File: src/rtl/sync_slicer.sv
// Horizontal sync separator: tracks the sync-tip level, slices sync with a
// qualified hysteretic threshold, measures line period and reports line lock.
module sync_slicer #(
  parameter int RESOLUTION = 8,
  parameter int OFFSET     = 16,
  parameter int HYST       = 4,
  parameter int MIN_SYNC   = 3,
  parameter int LEAK       = 64,
  parameter int LINE_MIN   = 90,
  parameter int LINE_MAX   = 110,
  parameter int LOCK_COUNT = 4
) (
  input  logic                  clk,
  input  logic                  reset_n,
  input  logic [RESOLUTION-1:0] sample,
  input  logic                  sample_valid,
  output logic                  hsync,
  output logic                  in_sync,
  output logic                  locked,
  output logic [15:0]           line_period,
  output logic [RESOLUTION-1:0] tip_level
);

  localparam int QW = $clog2(MIN_SYNC + 1);
  localparam int LW = (LEAK > 1) ? $clog2(LEAK) : 1;
  localparam int GW = $clog2(LOCK_COUNT + 1);

  typedef enum logic [1:0] {
    ST_ABOVE,
    ST_CAND,
    ST_SYNC
  } state_t;

  state_t                state, state_nx;
  logic [QW-1:0]         qual, qual_nx, qual_inc;
  logic [LW-1:0]         leak_cnt;
  logic [15:0]           cnt, cnt_inc;
  logic [GW-1:0]         good, good_inc;
  logic                  seen;
  logic                  fire;
  logic [RESOLUTION:0]   thr_sum, thr_hi_sum;
  logic [RESOLUTION-1:0] thr, thr_hi;
  logic                  period_ok, timeout;

  // Thresholds come from the registered tip, one bit wider so the add can
  // saturate instead of wrapping.
  assign thr_sum    = {1'b0, tip_level} + (RESOLUTION+1)'(OFFSET);
  assign thr        = thr_sum[RESOLUTION] ? '1 : thr_sum[RESOLUTION-1:0];
  assign thr_hi_sum = {1'b0, thr} + (RESOLUTION+1)'(HYST);
  assign thr_hi     = thr_hi_sum[RESOLUTION] ? '1 : thr_hi_sum[RESOLUTION-1:0];

  assign qual_inc  = qual + 1'b1;
  assign cnt_inc   = (cnt == 16'hFFFF) ? cnt : cnt + 16'd1;
  assign good_inc  = (good == GW'(LOCK_COUNT)) ? good : good + 1'b1;
  // The sync sample reloads cnt to 1, so cnt at the next sync equals the
  // number of valid samples between the two sync samples.
  assign period_ok = (cnt >= 16'(LINE_MIN)) && (cnt <= 16'(LINE_MAX));
  assign timeout   = (cnt >= 16'(2 * LINE_MAX));
  assign in_sync   = (state == ST_SYNC);

  // Tip tracker: follows the minimum instantly, leaks upward slowly.
  always_ff @(posedge clk or negedge reset_n) begin
    if (!reset_n) begin
      tip_level <= '1;
      leak_cnt  <= '0;
    end else if (sample_valid) begin
      // NOTE: sequential state uses non-blocking assignments so every flop
      // samples pre-edge values regardless of statement order.
      if (sample < tip_level) begin
        tip_level <= sample;
        leak_cnt  <= '0;
      end else if (leak_cnt == LW'(LEAK - 1)) begin
        leak_cnt <= '0;
        if (tip_level != '1) tip_level <= tip_level + 1'b1;
      end else begin
        leak_cnt <= leak_cnt + 1'b1;
      end
    end
  end

  always_ff @(posedge clk or negedge reset_n) begin
    if (!reset_n) begin
      state <= ST_ABOVE;
      qual  <= '0;
    end else if (sample_valid) begin
      state <= state_nx;
      qual  <= qual_nx;
    end
  end

  always_comb begin
    // NOTE: every output of this block gets a default first, so no path can
    // leave a signal unassigned and infer a latch.
    state_nx = state;
    qual_nx  = qual;
    fire     = 1'b0;
    case (state)
      ST_ABOVE: begin
        if (sample <= thr) begin
          qual_nx = QW'(1);
          if (MIN_SYNC == 1) begin
            state_nx = ST_SYNC;
            fire     = 1'b1;
          end else begin
            state_nx = ST_CAND;
          end
        end
      end
      ST_CAND: begin
        if (sample <= thr) begin
          qual_nx = qual_inc;
          if (qual_inc == QW'(MIN_SYNC)) begin
            state_nx = ST_SYNC;
            fire     = 1'b1;
          end
        end else begin
          state_nx = ST_ABOVE;
        end
      end
      ST_SYNC: begin
        if (sample > thr_hi) state_nx = ST_ABOVE;
      end
      default: state_nx = ST_ABOVE;
    endcase
  end

  // Period measurement and lock; a qualifying sync overrides a timeout.
  always_ff @(posedge clk or negedge reset_n) begin
    if (!reset_n) begin
      hsync       <= 1'b0;
      locked      <= 1'b0;
      line_period <= '0;
      cnt         <= '0;
      good        <= '0;
      seen        <= 1'b0;
    end else begin
      hsync <= 1'b0;
      if (sample_valid) begin
        hsync <= fire;
        if (fire) begin
          cnt  <= 16'd1;
          seen <= 1'b1;
          if (seen) begin
            line_period <= cnt;
            if (period_ok) begin
              good <= good_inc;
              if (good_inc == GW'(LOCK_COUNT)) locked <= 1'b1;
            end else begin
              good   <= '0;
              locked <= 1'b0;
            end
          end
        end else begin
          cnt <= cnt_inc;
          if (timeout) begin
            locked <= 1'b0;
            good   <= '0;
            seen   <= 1'b0;
          end
        end
      end
    end
  end

endmodule

File: config.mk
export PLATFORM = sky130hd
export DESIGN_NAME = sync_slicer
export DESIGN_NICKNAME = d
export VERILOG_FILES = /design/src/rtl/sync_slicer.sv
export SDC_FILE = /design/constraint.sdc
export NUM_CORES = 1
export LEC_CHECK = 0
export CAP_MARGIN = 30
export CORE_MARGIN = 5
export CORE_UTILIZATION = 51
export CTS_CLUSTER_DIAMETER = 150
export DETAILED_ROUTE_END_ITERATION = 8
export PLACE_DENSITY = 0.78
export SYNTH_ARGS = -nofsm -noshare
export SYNTH_HDL_FRONTEND = slang
export SYNTH_SLANG_ARGS = --single-unit
File: constraint.sdc
create_clock -name clk -period 3.8 [get_ports clk]
set_input_delay 0.57 -clock clk [delete_from_list [all_inputs] [get_ports clk]]
set_output_delay 0.57 -clock clk [all_outputs]
set_load 0.05 [all_outputs]
After elaboration in Yosys (flattened, before gate mapping)
Index checks and enable logic that the tools add are counted.
{ "word_totals": {"reg_bits": 56, "latchBits": 0, "ram_bits": 0, "rom_bits": 0, "inputBits": 11, "output_inout_bits": 27, "wordCells": 83, "mem_count": 0} }
{ "op_classes": {"add_sub_neg": 7, "multipliers": 0, "div": 0, "order_cmp": 6, "eq_ne": 15, "shift": 0, "mux": 31, "n_bitwise": 0, "n_reduce_logical": 14} }
{ "op_table": {"columns": ["op", "count"], "rows": [
  ["$mux 8", 5],
  ["$mux 16", 2],
  ["$add 16x1->16 const B", 1],
  ["$eq 16x16->1 const B", 1],
  ["$ge 16x7->1 const B", 1],
  ["$ge 16x8->1 const B", 1],
  ["$le 16x7->1 const B", 1],
  ["$mux 3", 5],
  ["$mux 6", 2],
  ["$reduce_and 4->1", 3],
  ["$mux 1", 10],
  ["$mux 2", 5],
  ["$add 8x3->9 const B", 1],
  ["$add 8x5->9 const B", 1],
  ["$reduce_and 3->1", 3],
  ["$add 8x1->8 const B", 1],
  ["$gt 8x8->1", 1],
  ["$le 8x8->1", 1],
  ["$lt 8x8->1", 1],
  ["$ne 2x2->1 const B", 4],
  ["$ne 8x8->1 const B", 1],
  ["$reduce_bool 2->1", 4],
  ["$add 6x1->6 const B", 1],
  ["$eq 3x3->1 const B", 2],
  ["13 further kinds", 15]
]} }

Longest topological paths before layout
{ "logic_depth": {"word_depth": 7, "mapped_depth": 16, "depth_no_buf": 15} }

Worst setup path after synthesis
OpenSTA, ideal clock, no wires.
{ "synth_timing": {"path_type": "register to register", "start": "register tip_level[4]", "end": "register state[1]", "setup_ns": 0.126, "t_arrival_ns": 3.379, "required_ns": 3.674, "path_slack_ns": 0.295, "path_stages_with_launch": 17, "path_cell_list": "dfstp_2 -> ha_1 -> and3_1 -> clkbuf_1 -> nor2_1 -> inv_1 -> ha_1 -> o21ai_0 -> nor3_1 -> nor3_1 -> ha_1 -> nor2b_1 -> o21a_1 -> o21ai_0 -> a21oi_1 -> o22ai_1 -> a221o_1"} }
{ "synth_between": {"elab_chain_cells": 7, "word_cells_on_any_way": 12, "classes_between": "add/sub (2); order compare (2); eq/ne (3); mux (4); reduce/logical (1)"} }
{ "synth_rtl": {"columns": ["item", "line_no", "text"], "rows": [
  ["start, declared", "21", "output logic [RESOLUTION-1:0] tip_level"],
  ["start signal, assigned", "70", "tip_level <= sample;"],
  ["start signal, assigned", "74", "if (tip_level != '1) tip_level <= tip_level + 1'b1;"],
  ["$add 8x5->9 (*)", "47", "assign thr_sum = {1'b0, tip_level} + (RESOLUTION+1)'(OFFSET);"],
  ["$mux 8 (*)", "48", "assign thr = thr_sum[RESOLUTION] ? '1 : thr_sum[RESOLUTION-1:0];"],
  ["$add 8x3->9", "49", "assign thr_hi_sum = {1'b0, thr} + (RESOLUTION+1)'(HYST);"],
  ["$mux 8", "50", "assign thr_hi = thr_hi_sum[RESOLUTION] ? '1 : thr_hi_sum[RESOLUTION-1:0];"],
  ["$gt 8x8->1", "121", "if (sample > thr_hi) state_nx = ST_ABOVE;"],
  ["$ne 2x1->1 (no line)", null, null],
  ["$reduce_and 4->1 (no line)", null, null],
  ["end signal, assigned", "86", "state <= state_nx;"],
  ["end, declared", "34", "state_t state, state_nx;"]
]} }
Every way passes the cells marked *; elsewhere a longest branch is shown, timed or not.
A chain may end at the register's enable or synchronous reset.

Final worst setup path
Ends and elaborated chain as after synthesis.

==> results.md <==
- Critical path startpoint: tip_level[4]
- Slew Viols, Final: 0
- Asr flop ratio synth: 1.00
- Met3 layer usage reported by global route: 0.0245
- Growth of design area from synthesis to finish: 15.4%
- Crit start category: flop
- Summed area of non-filler cells in the final layout: 4260 µm²
- Sinks on the clock net: 56
- Antenna violations before repair: 0
- Leftover overflow at the end of global routing: 0
- Number of H-tree levels: 2
- Routability congestion estimate: 0.917
- Period Utilization, post-route: 0.866
- Leading cell types in the layout, fill and taps excluded: sky130_fd_sc_hd__dfrtp_1, sky130_fd_sc_hd__nor2_1, sky130_fd_sc_hd__clkdlybuf4s50_1, sky130_fd_sc_hd__ha_1
- Crit path max fanout: 7
- Largest delay contributor family on the critical path: compound AO/OA/AOI/OAI gates
- Number of global-route vias before repair: 2966
- Fin worst setup slack: 511 ps
- Core area: 7140 µm²
- Y dimension of the die: 95.1 µm
- Netlist Area Pre-Place: 3690 µm²
- Highest clock frequency the design can meet: 304 MHz
- Wirelength per Cell: 15.2 µm
- Post-detailed-placement cell area: 4170 µm²
- Cts hold-fix bufs: 0
- Clock tree from TritonCTS: yes
- Cells along the critical path: ha_1, and3_1, nor2_1, inv_1, ha_1, o21ai_0, nor3_1, buf_4, nor3_1, ha_1, nor2b_1, o21a_1, o21ai_0, a21oi_1, o22ai_1, a221o_1
- Number of instances resized during post-cts repair: 0
- Cell type of the slowest stage on the worst timing path: sky130_fd_sc_hd__dfstp_2
- DRC violation count after routing: 0
- Worst-case clock skew: 10.2 ps
- Layout Nets: 460
- Most common library cell in the layout ignoring fill and taps: sky130_fd_sc_hd__dfrtp_1
- Clock buffer count from CTS: 5
- Synth Register Bits: 56
- Min Hold Slack: 343 ps
- Power density over the cells: 712 nW/µm²
- Starting density of the core: 0.517
- Number of instances in the synthesized netlist: 378
- Cell seen most often among critical-path stages: sky130_fd_sc_hd__ha_1
- Clock insertion delay at the later pin of the skew report: 310 ps
- Power consumption: 3.03 mW
- Total negative setup slack: 0 ps
- Highest cell delay on the worst timing path: 600 ps
- Port buffer count: 37
- Count of buffer and inverter cells on the critical path: 2
- Worst-path clk slew: 110 ps
- Remaining number of nets flagged by the antenna check after routing: 0
- Routing usage on met1: 0.251
- Leading cell types by total area after synthesis: sky130_fd_sc_hd__dfrtp_1, sky130_fd_sc_hd__ha_1, sky130_fd_sc_hd__dfstp_2, sky130_fd_sc_hd__mux2_4, sky130_fd_sc_hd__nor2_1
- Fraction of post-synthesis cell area in the top cell type by area: 0.325
- Path type of the worst setup path: flop to flop
- Number of enable flip-flop cells after synthesis: 0
- Antenna cell count: 0
- Total routing resource utilization after global routing: 0.187
- Data arrival time at the worst-slack endpoint: 3500 ps
- Status: completed
- I/O Pins: 38
- Mean area per synthesized cell: 9.77 µm²
- Critical Path End Type: flop
- Final critical-path required period: 3290 ps
- Fraction of the yosys area taken by sequential cells: 0.382
- Worst reg2reg startpoint: tip_level[4]
- Number of nets in the synthesized netlist: 421
- Relative max-transition margin: 0.445
- Cell taking the most area after synthesis: sky130_fd_sc_hd__dfrtp_1
- Vias per Instance: 5.60
- GRT Max-Usage Layer: met2
- Worst Hold Class: primary input to async pin
- Most frequently used flop master after synthesis: sky130_fd_sc_hd__dfrtp_1
- Number of post-CTS setup repair buffers: 0
- Post-synth cell types: 57
- Die Wd: 95.1 µm
- Maximum count of clock buffers along a single path: 2
- Number of setup violations in the final report: 0
- Detailed Route WL: 7860 µm
- Root cell of the clock tree: sky130_fd_sc_hd__clkbuf_8
- Met2 Resource Use GR: 0.321
- First-pass DRT Iterations: 4
- Maximum vdd drop: 0.329 mV
- Required time of the worst setup path: 4010 ps
- Fin. Hold Viols: 0
- Iteration-0 DRC Markers: 121
- Via count: 2895
- Post-placement setup slack: 542 ps
- Share of final-layout standard cells stronger than drive strength 1: 0.134
- HPWL after DPL: 5940 µm
- Wire length of the first global-routing pass: 13700 µm
- Syn. warnings: 0
- Measured slew at the worst slew-check pin: 832 ps
- Pin count of the biggest net entering global routing: 37
- Number of max-cap violations: 0
- Leakage power summed over all cells: 1.99 nW
- Overall die area: 9040 µm²
- Unrepaired setup endpoints after global routing: no
- Number of cell rows: 31
-- sequential cells by signal, summed over array words and instances (netlist names) --
signal       flops
tip_level        8
state            2
hsync            1
leak_cnt         6
seen             1
line_period     16
qual             2
locked           1
good             3
cnt             16
-- Yosys cell counts (6+ instances only) --
cell,n
sky130_fd_sc_hd__a21o_1,6
sky130_fd_sc_hd__a21oi_1,17
sky130_fd_sc_hd__a22oi_1,8
sky130_fd_sc_hd__and3_1,9
sky130_fd_sc_hd__clkbuf_1,7
sky130_fd_sc_hd__dfrtp_1,48
sky130_fd_sc_hd__dfstp_2,8
sky130_fd_sc_hd__ha_1,32
sky130_fd_sc_hd__inv_1,22
sky130_fd_sc_hd__mux2_2,8
sky130_fd_sc_hd__mux2_4,10
sky130_fd_sc_hd__mux2i_1,7
sky130_fd_sc_hd__nand2_1,22
sky130_fd_sc_hd__nand3_1,11
sky130_fd_sc_hd__nand4_1,13
sky130_fd_sc_hd__nor2_1,37
sky130_fd_sc_hd__nor3_1,9
sky130_fd_sc_hd__o21ai_0,17
sky130_fd_sc_hd__xnor2_1,9
sky130_fd_sc_hd__xor2_1,8
-- logic make-up (layout without fill, tap and decap cells) --
family                     count (synthesis)  in the layout  synth area share
AOI/OAI and AO/OA                         77             77             0.140
xor gates and xnor gates                  17             17            0.0403
adders and majority gates                 32             32             0.108
buffers and inverters                     34             74            0.0403
DFF                                       56             56             0.382
muxes                                     25             25            0.0840
and+or+nand+nor                          137            137             0.205
-- metrics by stage --
stage,std cells,util
after CTS,517,0.597
after global placement,509,0.584
after global routing,517,0.597
after floorplan,378,-
after detailed placement,509,0.584
final,517,0.597
-- worst register-to-register path, stage by stage (launching register included) --
cell	delay (ps)
sky130_fd_sc_hd__dfstp_2	600
sky130_fd_sc_hd__ha_1	270
sky130_fd_sc_hd__and3_1	210
sky130_fd_sc_hd__nor2_1	80
sky130_fd_sc_hd__inv_1	80
sky130_fd_sc_hd__ha_1	200
sky130_fd_sc_hd__o21ai_0	150
sky130_fd_sc_hd__nor3_1	180
sky130_fd_sc_hd__buf_4	170
sky130_fd_sc_hd__nor3_1	50
sky130_fd_sc_hd__ha_1	300
sky130_fd_sc_hd__nor2b_1	140
sky130_fd_sc_hd__o21a_1	130
sky130_fd_sc_hd__o21ai_0	70
sky130_fd_sc_hd__a21oi_1	140
sky130_fd_sc_hd__o22ai_1	90
sky130_fd_sc_hd__a221o_1	310
-- layer usage --
layer  vias to the layer above  wire length [µm]
met5                         -                 0
met4                         0                69
met3                         5               219
met2                        47              3860
met1                      1398              3710
li1                       1445                 -
-- area by class of cell --
cell class	count	area, µm²
Clock inverter	3	22.5
Inverter	22	82.6
Sequential cell	56	1410
Multi-Input combinational cell	288	2130
Tap cell	99	124
Fill cell	617	2880
Clock buffer	5	68.8
Timing Repair Buffer	44	418
-- worst paths after layout --
check                                 end  slack, ps  depth (start not counted)
max                              state[1]        510                         16
min                           leak_cnt[2]        340                          1
max reg2reg                      state[1]        510                         16
min reg2reg                line_period[0]        520                          1
max in group asynchronous            seen       2670                          2
min in group clk           line_period[0]        520                          1
-- power breakdown --
group / leakage, nW / switching [mW] / internal (mW) / total, mW
sequential: 0.721 / 0.194 / 0.772 / 0.967
clock: 0.0485 / 0.209 / 0.133 / 0.342
combinational: 1.22 / 1.01 / 0.715 / 1.72
Power figures use the tool's default switching activity.
